<file path="src/rtl/writeback_unit.sv">
// writeback_unit: commits decoder results to A/D/PC, issues stalled data-memory writes, counts retirements.
module writeback_unit #(
  parameter int DATA_W = 16,
  parameter int CNT_W  = 16
) (
  input  logic              clk,
  input  logic              rst,
  input  logic              instr_valid,
  output logic              instr_ready,
  input  logic              imm,
  input  logic [DATA_W-1:0] out,
  input  logic [2:0]        dst,
  input  logic              jmp,
  output logic [DATA_W-1:0] a_reg,
  output logic [DATA_W-1:0] d_reg,
  output logic [DATA_W-1:0] pc,
  output logic              mem_we,
  output logic [DATA_W-1:0] mem_addr,
  output logic [DATA_W-1:0] mem_wdata,
  input  logic              mem_ack,
  output logic [CNT_W-1:0]  retired
);
  typedef enum logic {READY, MEM_WAIT} state_t;
  state_t state, state_n;
  logic accept, wr_mem;
  assign accept      = (state == READY) && instr_valid;
  assign wr_mem      = !imm && dst[0];
  assign instr_ready = (state == READY);
  always_comb begin
    state_n = state;
    state_n = (state == READY) ? ((accept && wr_mem) ? MEM_WAIT : READY)
                               : (mem_ack ? READY : MEM_WAIT);
  end
  always_ff @(posedge clk) begin
    if (rst) begin
      state     <= READY;
      a_reg     <= '0;
      d_reg     <= '0;
      pc        <= '0;
      retired   <= '0;
      mem_we    <= 1'b0;
      mem_addr  <= '0;
      mem_wdata <= '0;
    end else begin
      state <= state_n;
      if (accept) begin
        a_reg   <= (imm || dst[2]) ? out : a_reg;
        d_reg   <= (!imm && dst[1]) ? out : d_reg;
        // jump target is the pre-edge A even when A is rewritten on this edge
        pc      <= (!imm && jmp) ? a_reg : pc + DATA_W'(1);
        retired <= retired + CNT_W'(1);
        if (wr_mem) begin
          mem_we    <= 1'b1;
          mem_addr  <= a_reg;
          mem_wdata <= out;
        end
      end else if (state == MEM_WAIT && mem_ack) begin
        mem_we <= 1'b0;
      end
    end
  end
endmodule

</file>
<file path="config.mk">
export PLATFORM = sky130hd
export DESIGN_NAME = writeback_unit
export DESIGN_NICKNAME = d
export VERILOG_FILES = /design/src/rtl/writeback_unit.sv
export SDC_FILE = /design/constraint.sdc
export NUM_CORES = 1
export LEC_CHECK = 0
export BUFFER_PORTS_ARGS = -buffer_cell sky130_fd_sc_hd__buf_2
export CORE_MARGIN = 4
export CORE_UTILIZATION = 51
export DETAILED_ROUTE_END_ITERATION = 7
export MAX_ROUTING_LAYER = met4
export PLACE_DENSITY = 0.9
export SLEW_MARGIN = 30
export SYNTH_ARGS = -nofsm -noshare
export SYNTH_HDL_FRONTEND = slang
export SYNTH_SLANG_ARGS = --single-unit
export TNS_END_PERCENT = 100
</file>
<file path="constraint.sdc">
create_clock -name clk -period 1.95 [get_ports clk]
set_input_delay 0.4875 -clock clk [delete_from_list [all_inputs] [get_ports clk]]
set_output_delay 0.4875 -clock clk [all_outputs]
set_load 0.01 [all_outputs]
</file>
==> flow_metrics.tcl, run 1 <==
set metrics [dict create \
    outcome "finished, final reports clean" \
    initial_core_util_pct 53.4 \
    antennaDiodeCount 0 \
    n_fill_cell 635 \
    slew_headroom_pct 63.4 \
    drt_wl_total_um 11200 \
    startpoint "pc[0]" \
    grt_first_pass_wirelength_um 18000 \
    r2r-end "pc[14]" \
    die_h_um 96.1 \
    cts_hold_buf 0 \
    ys_ff_latch 98 \
    synth-main-ff-cell "dfxtp_1" \
    dp_hpwl_um 8240 \
    hold_class "input port to flop" \
    synth_fp_nets 521 \
    drv_slew 0 \
    endpoint_kind "flop" \
    synthCells 494 \
    cts_buffers 9 \
    dieArea_um2 9230 \
    max_freq_ghz 0.553 \
    viasPerCell 5.56 \
    grtUsageMet3_pct 3.75 \
    avgSynthCellArea_um2 8.01 \
    grt_max_degree 54 \
    wire_per_inst_um 15.6 \
    cp.arrival_ps 2090 \
    power_leakage_uw 0.00206 \
    clockBufferDepth 2 \
    path_class "flop to flop" \
    syn_to_final_growth_pct 24.8 \
    setup_tns_ps 0 \
    drt_iter0_drc 181 \
    ys_warn_count 0 \
    antenna_found_initial 0 \
    grt_usage_pct 25.4 \
    drt_pass1_iterations 4 \
    worst_slew_pin_slew_ps 548 \
    clock_latency_ps 360 \
    whs_path_depth 3 \
    grt_pass1_vias 3741 \
    timing.final.crit_share_pct 92.7 \
    peakVddDrop_v 0.000720 \
    grt.met1_usage_pct 32.7 \
    seq_area_frac_synth_pct 49.6 \
    busiest_layer "met2" \
    cts_max_level 3 \
    hold_violations 0 \
    drc 0 \
    grt-ovfl-total 0 \
    fin_ws_ps 142 \
    ff2ff_setup_slack_ps 140 \
    drive_gt1_share_pct 26.6 \
    clk_pin_slew_worst_paths_ps 110 \
    pin_count 123 \
    fp.dieW_um 96.1 \
    setup_viol 0 \
    p_per_area_nw_per_um2 796 \
    cts_root_buffer "clkbuf_8" \
    rr_worst_depth 5 \
    grt_use_met2_pct 40.6 \
    preCtsSetupSlack_ps -10.6 \
    num_vias 4004 \
    maxCapViolations 0 \
    rows 31 \
    nets 643 \
    final.min_clock_period_ps 1810 \
    cp-endpoint "pc[14]" \
    clock_skew_ps 14.2 \
    synthesis.area_um2 3960 \
    path_max_fanout 7 \
    ys_types 45 \
    worstSetupStartpointType "flop" \
    synth_edf_count 0 \
    reg2reg_from "pc[0]" \
    gp_congestion 0.934 \
    ant_nets 0 \
    numPortBuffers 122 \
    dp_cells 704 \
    rsz0062_at_grt "no" \
    stdcell_count 720 \
    async_reset_ff_share_pct 0 \
    clkSinkCount 98 \
    cts_tree "built" \
    core_area_um2 7410 \
    required_ps 2230 \
    total_power_uw 3930 \
]
-- how the worst min path moves through the flow --
stage                        startpoint             to  slack (ps)
after floorplan                d_reg[0]       d_reg[0]         480
after global placement    mem_wdata[10]  mem_wdata[10]         440
after detailed placement    mem_addr[9]    mem_addr[9]         450
after CTS                        out[8]   mem_wdata[8]         370
after global routing             out[7]   mem_wdata[7]         360
final                            out[8]   mem_wdata[8]         380
-- per-layer routing --
| layer | wire length, µm | vias up |
|---|---|---|
| li1 | - | 1936 |
| met1 | 4730 | 1885 |
| met2 | 5530 | 171 |
| met3 | 823 | 12 |
| met4 | 140 | 0 |
| met5 | 0 | - |
-- timing repair --
action	CTS	global route
setup endpoints to repair	0	2
setup buffers	0	0
gates resized for setup	0	3
-- cells by family (layout without fill, tap and decap cells) --
logic type,after synthesis,count (layout),share of synthesized area [%]
AND/OR/NAND/NOR,234,234,26.7
AO/OA/AOI/OAI,110,110,15.4
flip-flops,98,98,49.6
buffers and inverters,32,159,3.38
XOR/XNOR,12,12,2.66
multiplexers,6,6,1.64
adder cells (fa/ha/maj),2,2,0.632
-- cell usage in the layout (no fill, tap or decap), drive strengths merged, types with 6 or more instances in the layout --
master    n
nand3    12
or3       6
a22oi     8
nand4    11
nand2   147
o21ai     9
clkbuf    9
xor2      7
buf     140
a21oi    76
nor2     21
inv       9
dfxtp    98
a31oi     6
-- where the power goes --
part / total (µW) / leakage [µW] / switching [µW] / internal, µW
logic: 393 / 0.00116 / 243 / 150
clock network: 1410 / 0.000109 / 777 / 631
registers: 2130 / 0.000796 / 65.7 / 2060
-- area by class of cell --
type / instances / area (µm²) / share of cell area, %
clock buffer: 9 / 124 / 2.51
clock inverter: 7 / 87.6 / 1.77
inverter: 3 / 11.3 / 0.228
multi-input combinational: 364 / 1870 / 37.9
sequential: 98 / 1960 / 39.7
tap: 99 / 124 / 2.51
timing repair buffer: 140 / 758 / 15.3
-- synthesized netlist by cell type (3+ instances only) --
master	count	area share (%)
o21ai_0	8	1.0
or3_1	5	0.79
clkbuf_1	23	2.2
a31oi_1	6	0.95
xor2_1	7	1.5
nand4_1	10	1.6
dfxtp_1	98	50
xnor2_1	5	1.1
nand2_1	147	14
nor2b_1	4	0.63
or4_1	5	0.95
nor4_1	3	0.47
nand2b_1	5	0.79
and2_1	4	0.63
nand3_1	11	1.4
nor3b_1	3	0.57
nor2_1	21	2.0
inv_1	3	0.28
a21oi_1	76	9.6
buf_4	3	0.57
mux2_2	4	1.1
a22oi_1	8	1.5
nor3_1	5	0.63
-- critical path: stages (launching register included) --
cell and delay [ps]:
dfxtp_1 360, ha_2 230, nand4_4 140, or4_1 560
or3_1 320, a31oi_1 140
-- through the flow --
stage / utilization, % / cell area [µm²] / hold slack [ps]
detailed placement: 63.7 / 4720 / 446
global placement: 63.7 / 4720 / 441
floorplan: - / 3960 / 481
CTS: 66.5 / 4930 / 372
global route: 66.7 / 4940 / 365
finish: 66.7 / 4940 / 378
Power figures use the tool's default switching activity.
==> run 2: changes to the inputs <==
- SETUP_SLACK_MARGIN: not set -> 0.2
==> run 2 against run 1 <==
Net effect: combinational power grew 3%; cell count grew 0.69%; critical path depth is the same; count of clock-buffer cells in the layout is the same; die area stayed put; total power down 0.88%; highest routed layer unchanged; worst hold slack worse by 6.4 ps; largest power group unchanged; clock power fell by 3%; clock skew shrank 0.55 ps.
==> flow_metrics.tcl, run 2 (synthesis results as in run 1) <==
set metrics [dict create \
    drt_pass1_iterations 5 \
    clock_latency_ps 370 \
    nets 648 \
    endpoint_kind "flop" \
    viasPerCell 5.59 \
    max_freq_ghz 0.590 \
    fp.dieW_um 96.1 \
    rows 31 \
    hold_class "input port to flop" \
    p_per_area_nw_per_um2 775 \
    layout_commonest_cell "nand2_1" \
    final_cell_mix "146 x nand2_1, 122 x buf_2, 91 x dfxtp_1" \
    cts_root_buffer "clkbuf_8" \
    drt_wl_total_um 11500 \
    final.min_clock_period_ps 1700 \
    n_fill_cell 651 \
    worst_slew_pin_slew_ps 406 \
    dieArea_um2 9230 \
    clkSinkCount 98 \
    path_class "flop to flop" \
    grt_max_degree 50 \
    timing.final.crit_share_pct 87.0 \
    maxCapViolations 0 \
    reg2reg_from "pc[1]" \
    cts_tree "built" \
    numPortBuffers 122 \
    antennaDiodeCount 0 \
    core_area_um2 7410 \
    placed_area_um2 4750 \
    total_power_uw 3900 \
    cts_hold_buf 0 \
    gp_congestion 0.917 \
    ant_nets 0 \
    setup_tns_ps 0 \
    startpoint "pc[1]" \
    required_ps 2250 \
    fin_ws_ps 254 \
    cts_max_level 3 \
    wire_per_inst_um 15.8 \
    slew_headroom_pct 72.9 \
    power_leakage_uw 0.00210 \
    grt_pass1_vias 3991 \
    initial_core_util_pct 53.4 \
    multi_input_area_um2 1910 \
    cts_buffers 9 \
    drive_gt1_share_pct 29.2 \
    antenna_found_initial 0 \
    setup_viol 0 \
    drt_iter0_drc 227 \
    worstHoldStart "out[10]" \
    drv_slew 0 \
    grt_usage_pct 26.2 \
    fin_area_um2 5030 \
    hold_violations 0 \
    die_h_um 96.1 \
    outcome "finished, final reports clean" \
    clk_pin_slew_worst_paths_ps 100 \
    preCtsSetupSlack_ps 26.8 \
    rsz0062_at_grt "yes" \
    cp.arrival_ps 1990 \
    grt_first_pass_wirelength_um 18700 \
    grt-ovfl-total 0 \
    pin_count 123 \
    path_max_fanout 4 \
    clock_skew_ps 13.7 \
    clockBufferDepth 2 \
    seq_area_um2 1980 \
    peakVddDrop_v 0.000565 \
    dp_hpwl_um 8400 \
    worstSetupStartpointType "flop" \
    syn_to_final_growth_pct 27.1 \
    num_vias 4056 \
    drc 0 \
]
## run 2: changes by cell type in the layout (fill, tap and decap cells not counted), moves of 2 or more
| cell | change |
|---|---|
| buf_4 | +5 |
| dfxtp_1 | -6 |
| dfxtp_2 | +3 |
| dfxtp_4 | +3 |
| inv_6 | -2 |
| or4_1 | -3 |
| or4_4 | +3 |
## run 2: per-stage QoR
step	cells	hold slack (ps)	util, %
global route	725	366	67.9
floorplan	494	481	-
detailed placement	706	446	64.1
CTS	724	357	67.2
global placement	706	440	64.1
finish	725	371	67.9
## run 2: critical path: stages (launching register included)
cell and delay, ps:
dfxtp_4 370, ha_4 160, nand4_4 120, or4_4 530
or3_1 310, a31oi_1 160
## run 2: final timing paths
| check | cells after the start | to | slack, ps |
|---|---|---|---|
| setup / recovery | 5 | pc[12] | 250 |
| hold / removal | 3 | d_reg[10] | 370 |
| setup reg to reg | 5 | pc[12] | 250 |
| hold reg to reg | 2 | d_reg[11] | 460 |
## run 2: per-layer routing
layer  up-vias  wire (µm)  GRT usage (%)
met3        22        776           5.00
met2       155       5800           44.9
met4         0        193           6.87
met5         -          0              -
met1      1937       4690           31.6
li1       1942          -              -
## run 2: repair_timing
action | 4_1_cts | 5_1_grt
endpoints found under the setup margin | 3 | 22
pin swaps | 0 | 4
buffers inserted | 2 | 1
hold endpoints to repair | 0 | 0
resized for setup | 2 | 12
## run 2: cell type report
cell class	instances	area share, %
Sequential cell	98	39.3
Multi-Input combinational cell	364	38.0
Timing Repair Buffer	145	15.8
Clock buffer	9	2.46
Tap cell	99	2.46
Clock inverter	7	1.64
Inverter	3	0.224
## run 2: report_power, final
part / leakage, µW / switching (µW) / internal, µW
logic: 0.00119 / 248 / 155
registers: 0.000800 / 65.2 / 2060
clock network: 0.000104 / 748 / 618
total: 0.00210 / 1060 / 2840
==> run 3: changes to the inputs <==
- ABC_AREA: not set -> 1
- CORE_UTILIZATION: 51 -> 52
==> run 3 against run 2 <==
Net effect: area after synthesis up 6.3%; design area rose by 1.1%; combinational power increased by 29%; non-clock buffer count shrank 17; global-route usage shrank 0.29 points; synthesized cell count grew 18%; count of clock-buffer cells in the layout stayed put; clock power barely moved; largest power group unchanged; highest routed layer unchanged.
==> flow_metrics.tcl, run 3 <==
set metrics [dict create \
    synth_fp_nets 608 \
    drc 0 \
    cts_tree "built" \
    total_power_uw 4090 \
    dieArea_um2 9600 \
    dp_cells 785 \
    gp_congestion 0.934 \
    seq_area_frac_synth_pct 46.6 \
    maxCapViolations 0 \
    drt_wl_total_um 12000 \
    numPortBuffers 122 \
    timing.final.crit_share_pct 82.3 \
    pin_count 123 \
    ys_warn_count 0 \
    postCtsSetupBuffers 0 \
    required_ps 2200 \
    hold_class "input port to flop" \
    cts_hold_buf 0 \
    multi_input_area_um2 1920 \
    p_seq_share_pct 53.5 \
    synthCells 581 \
    grt-ovfl-total 0 \
    cts_buffers 9 \
    routed-wl-met2_um 5870 \
    cp.arrival_ps 1850 \
    setup_tns_ps 0 \
    synth-main-ff-cell "dfxtp_1" \
    rsz0062_at_grt "no" \
    synth_area_leaders "dfxtp_1 47%, nor2_1 13%, o21ai_0 11%" \
    cts_root_buffer "clkbuf_8" \
    num_vias 4367 \
    final_cell_mix "146 x nor2_1, 122 x buf_2, 98 x dfxtp_1" \
    p_sw_share_pct 28.9 \
    drt_iter0_drc 327 \
    drive_gt1_share_pct 25.2 \
    endpoint_kind "flop" \
    fp.dieW_um 98.0 \
    clock_skew_ps 12.4 \
    synth_most_common_cell "nor2_1" \
    drt_pass1_iterations 5 \
    n_fill_cell 646 \
    placed_area_um2 4880 \
    async_reset_ff_share_pct 0 \
    route.met3.wl_um 1070 \
    nets 721 \
    final.min_clock_period_ps 1610 \
    power_leakage_uw 0.00231 \
    syn_to_final_growth_pct 20.9 \
    antennaDiodeCount 0 \
    worstSetupStartpointType "flop" \
    max_freq_ghz 0.623 \
    synthesis.area_um2 4210 \
    top_layer_used "met4" \
    grt_usage_pct 25.9 \
    rows 32 \
    drv_slew 0 \
    clkSinkCount 98 \
    dp_hpwl_um 8710 \
    grt_pass1_vias 4281 \
    synthTopCellsByCount "146 x nor2_1, 98 x dfxtp_1, 93 x o21ai_0, 76 x nand2_1, 37 x inv_1" \
    viasPerCell 5.45 \
    initial_core_util_pct 53.9 \
    power_frac_comb_pct 12.7 \
    cts_max_level 3 \
    grt_max_degree 67 \
    wire_per_inst_um 14.9 \
    peakVddDrop_v 0.000570 \
    met1Wirelength_um 4760 \
    internal-power_uw 2910 \
    slew_headroom_pct 70.7 \
    synth_largest_area_cell "dfxtp_1" \
    avgSynthCellArea_um2 7.24 \
    hold_violations 0 \
    ys_types 36 \
    clockBufferDepth 2 \
    p_clk_share_pct 33.8 \
    outcome "finished, final reports clean" \
    synth_edf_count 0 \
    layout_commonest_cell "nor2_1" \
    antenna_found_initial 0 \
    utilization_pct 65.1 \
    ys_ff_latch 98 \
    synth_top_cell_area_share_pct 46.6 \
    ant_nets 0 \
    seq_area_um2 1960 \
    p_per_area_nw_per_um2 805 \
    netSwitchingPower_uw 1180 \
    worst_slew_pin_slew_ps 438 \
    setup_viol 0 \
    clock_latency_ps 360 \
    fin_area_um2 5090 \
    die_h_um 98.0 \
    clk_pin_slew_worst_paths_ps 100 \
    cts_resized 0 \
    grt_first_pass_wirelength_um 20200 \
    path_max_fanout 5 \
    path_class "flop to flop" \
    core_area_um2 7810 \
    stdcell_count 801 \
]
-- run 3: metal layers --
layer  track usage, %  vias up
met3             6.29       27
met2             42.1      206
met5                -        -
li1                 -     2096
met1             30.9     2038
met4             10.5        0
-- run 3: path summary, 6_finish.rpt --
check / startpoint / to / slack, ps / cells after the start
worst max-delay path: pc[1] / pc[10] / 340 / 10
worst min-delay path: mem_ack / state / 400 / 4
worst max register to register: pc[1] / pc[10] / 340 / 10
worst min register to register: state / state / 500 / 2
-- run 3: kinds of logic after synthesis --
| family | Yosys count | synth area share, % |
|---|---|---|
| AND/OR/NAND/NOR | 276 | 28.8 |
| AO/OA/AOI/OAI | 132 | 16.4 |
| flip-flops | 98 | 46.6 |
| buffers and inverters | 73 | 7.64 |
| adder cells (fa/ha/maj) | 2 | 0.595 |
-- run 3: layout make-up --
| type | instances | area share (%) |
|---|---|---|
| timing repair buffer | 128 | 13.4 |
| sequential | 98 | 38.6 |
| clock buffer | 9 | 2.44 |
| tap | 102 | 2.51 |
| inverter | 47 | 3.59 |
| multi-input combinational | 410 | 37.8 |
| clock inverter | 7 | 1.67 |
-- run 3: power groups by stage --
stage,Sequential [µW],Clock (µW),Combinational (µW)
2_1_floorplan,2260,0,267
3_3_place_gp,2230,0,498
3_5_place_dp,2230,0,515
4_1_cts,2190,1400,519
5_1_grt,2200,1470,581
6_report,2190,1380,519
-- run 3: critical path, cell delays in order, from the launching register on --
cell	delay, ps
dfxtp_1	460
ha_1	260
nand2_1	70
inv_1	110
nand2_1	70
nor2_2	180
nand3_1	100
nand2_1	80
nand2_1	50
nand2_1	60
a21oi_1	50
-- run 3: per-stage QoR --
stage | setup WS [ps] | hold WS, ps
floorplan | 566 | 455
global placement | 323 | 461
detailed placement | 280 | 470
CTS | 415 | 398
global route | 265 | 415
finish | 345 | 402
